**src/rtl/alu_seq_pkg.sv**
```systemverilog
// Shared definitions for the nibble-serial ALU sequencer: op codes, FSM
// states and a helper that classifies the select code.
package alu_seq_pkg;

  // {S1,S0,M} encodings
  localparam logic [2:0] OP_NOT = 3'b000;
  localparam logic [2:0] OP_AND = 3'b010;
  localparam logic [2:0] OP_OR  = 3'b100;
  localparam logic [2:0] OP_XOR = 3'b110;
  localparam logic [2:0] OP_ADD = 3'b001;
  localparam logic [2:0] OP_SUB = 3'b011;

  typedef enum logic [1:0] {IDLE, EXEC, DONE} state_t;

  typedef enum logic [1:0] {CLS_LOGIC, CLS_ARITH, CLS_INVALID} op_cls_t;

  // Latched operation request
  typedef struct packed {
    logic [2:0] sel;
    logic       cin;
  } op_req_t;

  function automatic op_cls_t op_class(input logic [2:0] sel);
    case (sel)
      OP_ADD, OP_SUB:                 op_class = CLS_ARITH;
      OP_NOT, OP_AND, OP_OR, OP_XOR:  op_class = CLS_LOGIC;
      default:                        op_class = CLS_INVALID;
    endcase
  endfunction

endpackage

```
**src/rtl/alu_slice4.sv**
```systemverilog
// Combinational 4-bit ALU slice. Logic ops and invalid codes never
// produce a carry, so the chain is naturally broken for them.
module alu_slice4
  import alu_seq_pkg::*;
(
  input  logic [3:0] a,
  input  logic [3:0] b,
  input  logic [2:0] sel,
  input  logic       cin,
  output logic [3:0] y,
  output logic       cout
);

  logic [4:0] sum;

  // One nibble of the selected function; bit 4 of the 5-bit result is carry/borrow
  always_comb begin
    sum  = '0;
    y    = '0;
    cout = 1'b0;
    case (sel)
      OP_NOT: y = ~a;
      OP_AND: y = a & b;
      OP_OR:  y = a | b;
      OP_XOR: y = a ^ b;
      OP_ADD: begin
        sum  = {1'b0, a} + {1'b0, b} + {4'b0, cin};
        y    = sum[3:0];
        cout = sum[4];
      end
      OP_SUB: begin
        sum  = {1'b0, a} - {1'b0, b} - {4'b0, cin};
        y    = sum[3:0];
        cout = sum[4];
      end
      default: ;
    endcase
  end

endmodule

```
**src/rtl/alu_seq_ctrl.sv**
```systemverilog
// Nibble-serial ALU sequencer: accepts a W-bit op, runs it LSB nibble first
// through one alu_slice4 with a registered carry chain, then holds the result
// until the consumer takes it.
// Optional: define ALU_SEQ_ZFLAG_EN to add the out_zero result flag.
module alu_seq_ctrl
  import alu_seq_pkg::*;
#(
  parameter  int NIBBLES = 2,
  localparam int W       = 4 * NIBBLES
) (
  input  logic         clk,
  input  logic         rst_n,
  input  logic         in_valid,
  output logic         in_ready,
  input  logic [W-1:0] in_a,
  input  logic [W-1:0] in_b,
  input  logic [2:0]   in_sel,
  input  logic         in_cin,
  output logic         out_valid,
  input  logic         out_ready,
  output logic [W-1:0] out_y,
  output logic         out_cout
`ifdef ALU_SEQ_ZFLAG_EN
  ,
  output logic         out_zero
`endif
);

  localparam int IW = (NIBBLES > 1) ? $clog2(NIBBLES) : 1;
  localparam logic [IW-1:0] LAST = IW'(NIBBLES - 1);

  state_t        state;
  logic [IW-1:0] idx;
  logic [W-1:0]  a_q, b_q;
  op_req_t       req_q;
  logic          carry;
  logic [3:0]    s_a, s_b, s_y;
  logic          s_cin, s_cout, s_zero;
`ifdef ALU_SEQ_ZFLAG_EN
  logic          zacc;
`endif

  assign s_a    = a_q[{idx, 2'b00} +: 4];
  assign s_b    = b_q[{idx, 2'b00} +: 4];
  assign s_cin  = (idx == '0) ? req_q.cin : carry;
  assign s_zero = (s_y == 4'h0);

  alu_slice4 u_slice (
    .a    (s_a),
    .b    (s_b),
    .sel  (req_q.sel),
    .cin  (s_cin),
    .y    (s_y),
    .cout (s_cout)
  );

  // Sequencer FSM: accept, step one nibble per cycle, hold result until taken
  always_ff @(posedge clk) begin
    if (!rst_n) begin
      state     <= IDLE;
      idx       <= '0;
      a_q       <= '0;
      b_q       <= '0;
      req_q     <= '0;
      carry     <= 1'b0;
      in_ready  <= 1'b1;
      out_valid <= 1'b0;
      out_y     <= '0;
      out_cout  <= 1'b0;
`ifdef ALU_SEQ_ZFLAG_EN
      zacc      <= 1'b0;
      out_zero  <= 1'b0;
`endif
    end else begin
      case (state)
        IDLE: if (in_valid) begin
          a_q       <= in_a;
          b_q       <= in_b;
          req_q.sel <= in_sel;
          req_q.cin <= in_cin;
          idx       <= '0;
          in_ready  <= 1'b0;
          state     <= EXEC;
`ifdef ALU_SEQ_ZFLAG_EN
          zacc      <= 1'b1;
`endif
        end
        EXEC: begin
          out_y[{idx, 2'b00} +: 4] <= s_y;
          // only arithmetic ops may propagate a carry into the next nibble
          carry <= (op_class(req_q.sel) == CLS_ARITH) & s_cout;
          idx   <= idx + IW'(1);
`ifdef ALU_SEQ_ZFLAG_EN
          zacc  <= zacc & s_zero;
`endif
          if (idx == LAST) begin
            out_cout  <= s_cout;
            out_valid <= 1'b1;
            state     <= DONE;
`ifdef ALU_SEQ_ZFLAG_EN
            out_zero  <= zacc & s_zero;
`endif
          end
        end
        DONE: if (out_ready) begin
          out_valid <= 1'b0;
          in_ready  <= 1'b1;
          state     <= IDLE;
`ifdef ALU_SEQ_ZFLAG_EN
          out_zero  <= 1'b0;
`endif
        end
        default: state <= IDLE;
      endcase
    end
  end

`ifndef ALU_SEQ_ZFLAG_EN
  logic unused_zero;
  assign unused_zero = s_zero;
`endif

endmodule

```
**config.mk**
```make
export PLATFORM = sky130hd
export DESIGN_NAME = alu_seq_ctrl
export DESIGN_NICKNAME = d
export VERILOG_FILES = /design/src/rtl/alu_seq_pkg.sv /design/src/rtl/alu_slice4.sv /design/src/rtl/alu_seq_ctrl.sv
export SDC_FILE = /design/constraint.sdc
export NUM_CORES = 1
export LEC_CHECK = 0
export ABC_AREA = 1
export BUFFER_PORTS_ARGS = -buffer_cell sky130_fd_sc_hd__buf_2
export CORE_MARGIN = 2
export CORE_UTILIZATION = 25
export DETAILED_ROUTE_END_ITERATION = 8
export GPL_TIMING_DRIVEN = 0
export PLACE_DENSITY_LB_ADDON = 0.2
export SYNTH_ARGS = -nofsm -noshare
export SYNTH_HDL_FRONTEND = slang
export SYNTH_SLANG_ARGS = --single-unit
```
**constraint.sdc**
```tcl
create_clock -name clk -period 3 [get_ports clk]
set_input_delay 0.3 -clock clk [delete_from_list [all_inputs] [get_ports clk]]
set_output_delay 0.3 -clock clk [all_outputs]
set_load 0.03 [all_outputs]
```
* Word level (Yosys, flattened, before mapping) *
Cells that the tools add are included.

word-level totals
  register bits after elaboration = 35
  input port bits = 24
  output and inout bits = 11
  word-level logic and storage cells = 68

operators by class
  $add $sub $neg = 6
  equality and inequality tests = 11
  shift operators = 4
  multiplexer cells = 18
  bitwise gates (word level) = 5
  reductions and logical operators = 13

operator list
  operator                 number
  $pmux W4 S6              1
  $shiftx A8 B4 Y4         2
  $mux W2                  5
  $reduce_and A3 Y1        3
  $bwmux W8                1
  $pmux W1 S2              4
  $shift A4 B5 Y8 const A  1
  $shiftx A4 B5 Y8         1
  $eq A3 B2 Y1 const B     2
  $eq A3 B3 Y1 const B     2
  $ne A2 B2 Y1 const B     3
  $pmux W2 S3              1
  $reduce_and A2 Y1        3
  $reduce_bool A2 Y1       3
  $add A4 B4 Y5            1
  $add A5 B1 Y5            1
  $mux W1                  5
  $neg A3 Y5               1
  $sub A4 B4 Y5            1
  $sub A5 B1 Y5            1
  $and A4 B4 Y4            1
  $eq A2 B1 Y1 const B     2
  $not A4 Y4               1
  $or A4 B4 Y4             1
  10 further kinds         10

* Logic depth before layout (Yosys ltp) *
  depth in word-level cells = 7
  gate-level depth with buffers = 16
  gate-level depth less buffers = 15

* Cells and area by module *
A second synthesis with hierarchy kept.

unflattened totals
  cells, all modules = 355
  area total of the unflattened synthesis = 2235.9 um^2

by module, submodules not included
  module        instances  cells each  area an instance (um^2)  seq. area each (um^2)
  alu_seq_ctrl  1          247         1581.5                   700.7
  alu_slice4    1          108         654.4                    0.0

* Least setup slack after synthesis *
No wires, ideal clock.

  path type = reg-to-reg
  start point = reg idx
  end point = reg out_y[2]
  library setup time = 0.109 ns
  arrival time = 2.489 ns
  data required time = 2.891 ns
  slack = 0.402 ns
  cell stages (with the launch flop) = 15
  path buffers = 1
  period minus slack after synthesis = 2.598 ns
  path through = dfxtp_1 inv_1 buf_4 or2_2 o21ai_0 inv_1 fa_1 fa_1 or2_0 nand3_1 o21ai_1 nor2_1 nand3_1 nand2_1 inv_1

on the way
  cells in the longest elaborated chain, start to end = 6
  elaborated cells between the ends (all ways) = 16
  those cells by class = 5 x add/sub; 4 x shift; 3 x mux; 4 x bitwise

ends and longest elaborated chain
  item                                                   line                                    text
  from (decl)                                            alu_seq_ctrl.sv:33                      logic [IW-1:0] idx;
  from (signal assigned)                                 alu_seq_ctrl.sv:92                      idx <= idx + IW'(1);
  $shiftx A8 B4 Y4, on equally long branches             alu_seq_ctrl.sv:43, alu_seq_ctrl.sv:44
  $sub A4 B4 Y5 / $add A4 B4 Y5 (equally long branches)  alu_slice4.sv:32, alu_slice4.sv:27
  $sub A5 B1 Y5 / $add A5 B1 Y5 (equally long branches)  alu_slice4.sv:32, alu_slice4.sv:27
  $pmux W4 S6                                            alu_slice4.sv:21                        case (sel)
  $shiftx A4 B5 Y8                                       alu_seq_ctrl.sv:89                      out_y[{idx, 2'b00} +: 4] <= s_y;
  $bwmux W8 *                                            alu_seq_ctrl.sv:89
  to (signal, indexed assignment)                        alu_seq_ctrl.sv:89
  to (decl)                                              alu_seq_ctrl.sv:21                      output logic [W-1:0] out_y,

Every way passes the cells marked *; elsewhere a longest branch is shown, timed or not.
A chain may end at the register's enable or synchronous reset.

* Worst setup path after layout *
Same ends and word-level chain as after synthesis.

==> reports/qor.csv <==
stage,metric,value,unit
status,status,"complete, no violations",
floorplanning,die_x,92.90,um
worst_hold_path,hold_path_depth,3,
cells_and_area,area_delta_synth_final,20.96,%
cells_and_area,nets,354,
placed_design,gp_congestion,0.8149,
logic_synthesis,synth-seq-cells,35,
drt,dr_total_vias,1751,
critical_path,critPathLaunch,idx$_SDFFE_PN0P_,
cts,cts_tree,yes,
logic_synthesis,syn_nets,314,
critical_path,crit_end,out_y[2]$_SDFFE_PN0P_,
floorplanning,die_h,92.90,um
logic_synthesis,ys_top_cells_by_area,"dfxtp_1 35%, nand2_1 8.5%, ha_1 7.6%, o21ai_0 7.1%, nor2_1 6.6%",
timing,fin_skew,0.005221,ns
logic_synthesis,yosys_warnings,0,
critical_path,critical_path.max_fanout,10,
logic_synthesis,synth_fa_ha_area_frac,0.1165,
drt,wl_per_cell,11.08,um
timing,fmax,366.4,MHz
timing,relSlewSlack,0.5550,
cells_and_area,drive_gt1_frac,0.2000,
critical_path,critPathArrivalTime,2.92,ns
timing,finalSetupTns,0,ns
floorplanning,num_rows,32,
cts,cts-root-buf,clkbuf_8,
placed_design,portBuffers,33,
drt,drc,0,
timing,setup_viol,0,
logic_synthesis,synth_compound_area_frac,0.1596,
cells_and_area,fin_util,0.3109,
drt,via_per_inst,4.199,
cts,cts.clk_slew.worst_paths,0.07,ns
placed_design,dp_hpwl,3745,um
drt,dr.pass1.iters,5,
timing,timing.final.crit_share,0.9097,
cts,insertion_delay,0.29,ns
timing,finalHoldViolCount,0,
cts,cts_max_level,2,
global_route,antenna_found_initial,0,
global_route,grtUsageTotal,0.1194,
critical_path,rr_startpoint,idx$_SDFFE_PN0P_,
cells_and_area,fillers,887,
drt,initialDrtViolationCount,43,
cells_and_area,fin_cells,417,
power_and_ir_drop,irDropWorstVdd,249.9,uV
power_and_ir_drop,power,1330,uW
critical_path,critPathKind,reg2reg,
logic_synthesis,ys_seq_area_frac,0.3547,
cells_and_area,n_antenna_cell,0,
floorplanning,design.core.area,0.007687,mm^2
cells_and_area,layout_common_cells,"45 x nand2_1, 35 x nor2_1, 35 x buf_2, 35 x dfxtp_1, 34 x inv_1",
critical_path,r2r_cells,14,
critical_path,r2r_end,out_y[2]$_SDFFE_PN0P_,
drt,antenna_left,0,
floorplanning,initial_core_util,0.2570,
worst_hold_path,hold_class,in2reg,
timing,drv_slew,0,
placed_design,post_dp_cell_area,0.002268,mm^2
critical_path,regToRegSetupSlack,0.27,ns
timing,rsz0062_at_grt,no,
critical_path,crit_required,3.19,ns
cts,clockBufferDepth,2,
placed_design,placed_cells,409,
logic_synthesis,synth_cells,274,
job,drv_cap,0,
global_route,grt_pass1_vias,1798,
logic_synthesis,syn-cell-area,0.001976,mm^2
floorplanning,design.die.area,0.008629,mm^2
power_and_ir_drop,leakage,0.001160,uW
critical_path,endpoint_kind,register,
global_route,grt_overflow,0,
cts,clock-sinks,35,
timing,worst_pin_slew,0.6605,ns
power_and_ir_drop,powerDensity,556.5,mW/mm^2
cells_and_area,final_area,0.002390,mm^2
logic_synthesis,yosysTopAreaCell,dfxtp_1,
logic_synthesis,syn_avg_cell_area,7.210,um^2
floorplanning,pin_count,35,
global_route,grt_max_degree,12,
timing,period_needed,2.729,ns
logic_synthesis,synth_top_area_share,0.3547,
cells_and_area,layout_commonest_cell,nand2_1,
drt,drt_wl_total,4622,um
logic_synthesis,synthMuxAreaShare,0,
global_route,grt_pass1_wl,8259,um
logic_synthesis,synth_cell_types,32,
critical_path,cp-start-kind,register,
logic_synthesis,synth-simple-area-share,0.2666,
cts,cts_buffers,5,
logic_synthesis,synth_top_family_by_area,simple AND/OR/NAND/NOR gates,
logic_synthesis,synthXorXnorAreaFrac,0.004433,
state kept, by name, indices dropped and copies added (netlist names):
signal and cells:
a_q 8, b_q 8, carry 1, idx 1, in_ready 1, out_cout 1, out_valid 1, out_y 8
req_q 4, state 2
worst min path at each step:
stage / from / end / slack [ns]
after floorplan: a_q[5]$_SDFFE_PN0P_ / a_q[5]$_SDFFE_PN0P_ / 0.43
after global placement: out_y[4]$_SDFFE_PN0P_ / out_y[4]$_SDFFE_PN0P_ / 0.44
after detailed placement: out_y[4]$_SDFFE_PN0P_ / out_y[4]$_SDFFE_PN0P_ / 0.43
after CTS: in_b[3] / b_q[3]$_SDFFE_PN0P_ / 0.25
after global routing: in_b[5] / b_q[5]$_SDFFE_PN0P_ / 0.26
final: in_b[4] / b_q[4]$_SDFFE_PN0P_ / 0.26
per-stage QoR:
step | setup WS [ns] | hold slack, ns
after floorplan | 0.4019 | 0.4292
after global routing | 0.06581 | 0.2588
after detailed placement | 0.1108 | 0.4344
final | 0.2709 | 0.2584
after CTS | 0.07468 | 0.2515
after global placement | 0.1312 | 0.4366
synthesized netlist by cell type:
library cell and n:
and2_1 3, o21ai_2 1, nor2_1 35, nand3b_1 1, dfxtp_1 35, nand4_1 4, buf_2 2, inv_1 34
nor2_4 1, or2_2 4, ha_1 12, clkbuf_1 6, or2_1 1, fa_1 4, buf_4 2, o22ai_1 2
xor2_1 1, a211oi_1 1, o21bai_1 2, o21a_1 3, nand3_1 14, a21oi_1 16, nand3_2 2, a31oi_1 1
a22oi_1 1, o21ai_1 3, nand2_1 45, nor2_2 1, o21ai_0 28, inv_2 5, or2_0 1, nor3_2 3
routing by layer:
layer	share of wire	wire length, um	vias up	GRT usage
li1	-	-	957	-
met1	0.49	2285	752	0.1505
met2	0.44	2032	32	0.1944
met3	0.033	153	10	0.02848
met4	0.033	151	0	0.05025
met5	0	0	-	0
cell families after synthesis:
| family | after synthesis |
|---|---|
| AOI/OAI and AO/OA | 58 |
| and+or+nand+nor | 115 |
| adders and majority gates | 16 |
| DFF | 35 |
| buffers and inverters | 49 |
| xor gates and xnor gates | 1 |
layout make-up:
| cell class | instances | area, um^2 | area share |
|---|---|---|---|
| buffer | 10 | 47.55 | 0.01990 |
| clock buffer | 6 | 82.58 | 0.03456 |
| clock inverter | 2 | 35.03 | 0.01466 |
| inverter | 39 | 146.4 | 0.06126 |
| multi-input combinational | 190 | 1085 | 0.4539 |
| sequential | 35 | 700.7 | 0.2932 |
| tap | 102 | 127.6 | 0.05340 |
| timing repair buffer | 33 | 165.2 | 0.06911 |
what timing repair did:
action                                  CTS  global route
setup buffers                             0             0
endpoints found under the setup margin    0             4
hold buffers                              0             0
gates resized for setup                   0             2
endpoints found under the hold margin     0             0
report_power, final:
| group | switching (uW) | total (uW) | internal [uW] | leakage [uW] |
|---|---|---|---|---|
| Combinational | 229 | 363 | 134 | 0.000810 |
| Sequential | 21.5 | 524 | 502 | 0.000288 |
| Clock | 174 | 443 | 269 | 0.0000612 |
| Total | 425 | 1330 | 905 | 0.00116 |
critical path: stages (launching register included):
cell and delay, ns:
dfxtp_1 0.33, inv_1 0.05, buf_4 0.17, or2_2 0.29, o21ai_2 0.10, inv_1 0.11
fa_1 0.49, fa_1 0.41, or2_0 0.21, nand3_1 0.08, o21ai_1 0.07, nor2_1 0.14
nand3_1 0.09, nand2_1 0.07, inv_1 0.03
Note: power is estimated with default switching activity, not from simulation.
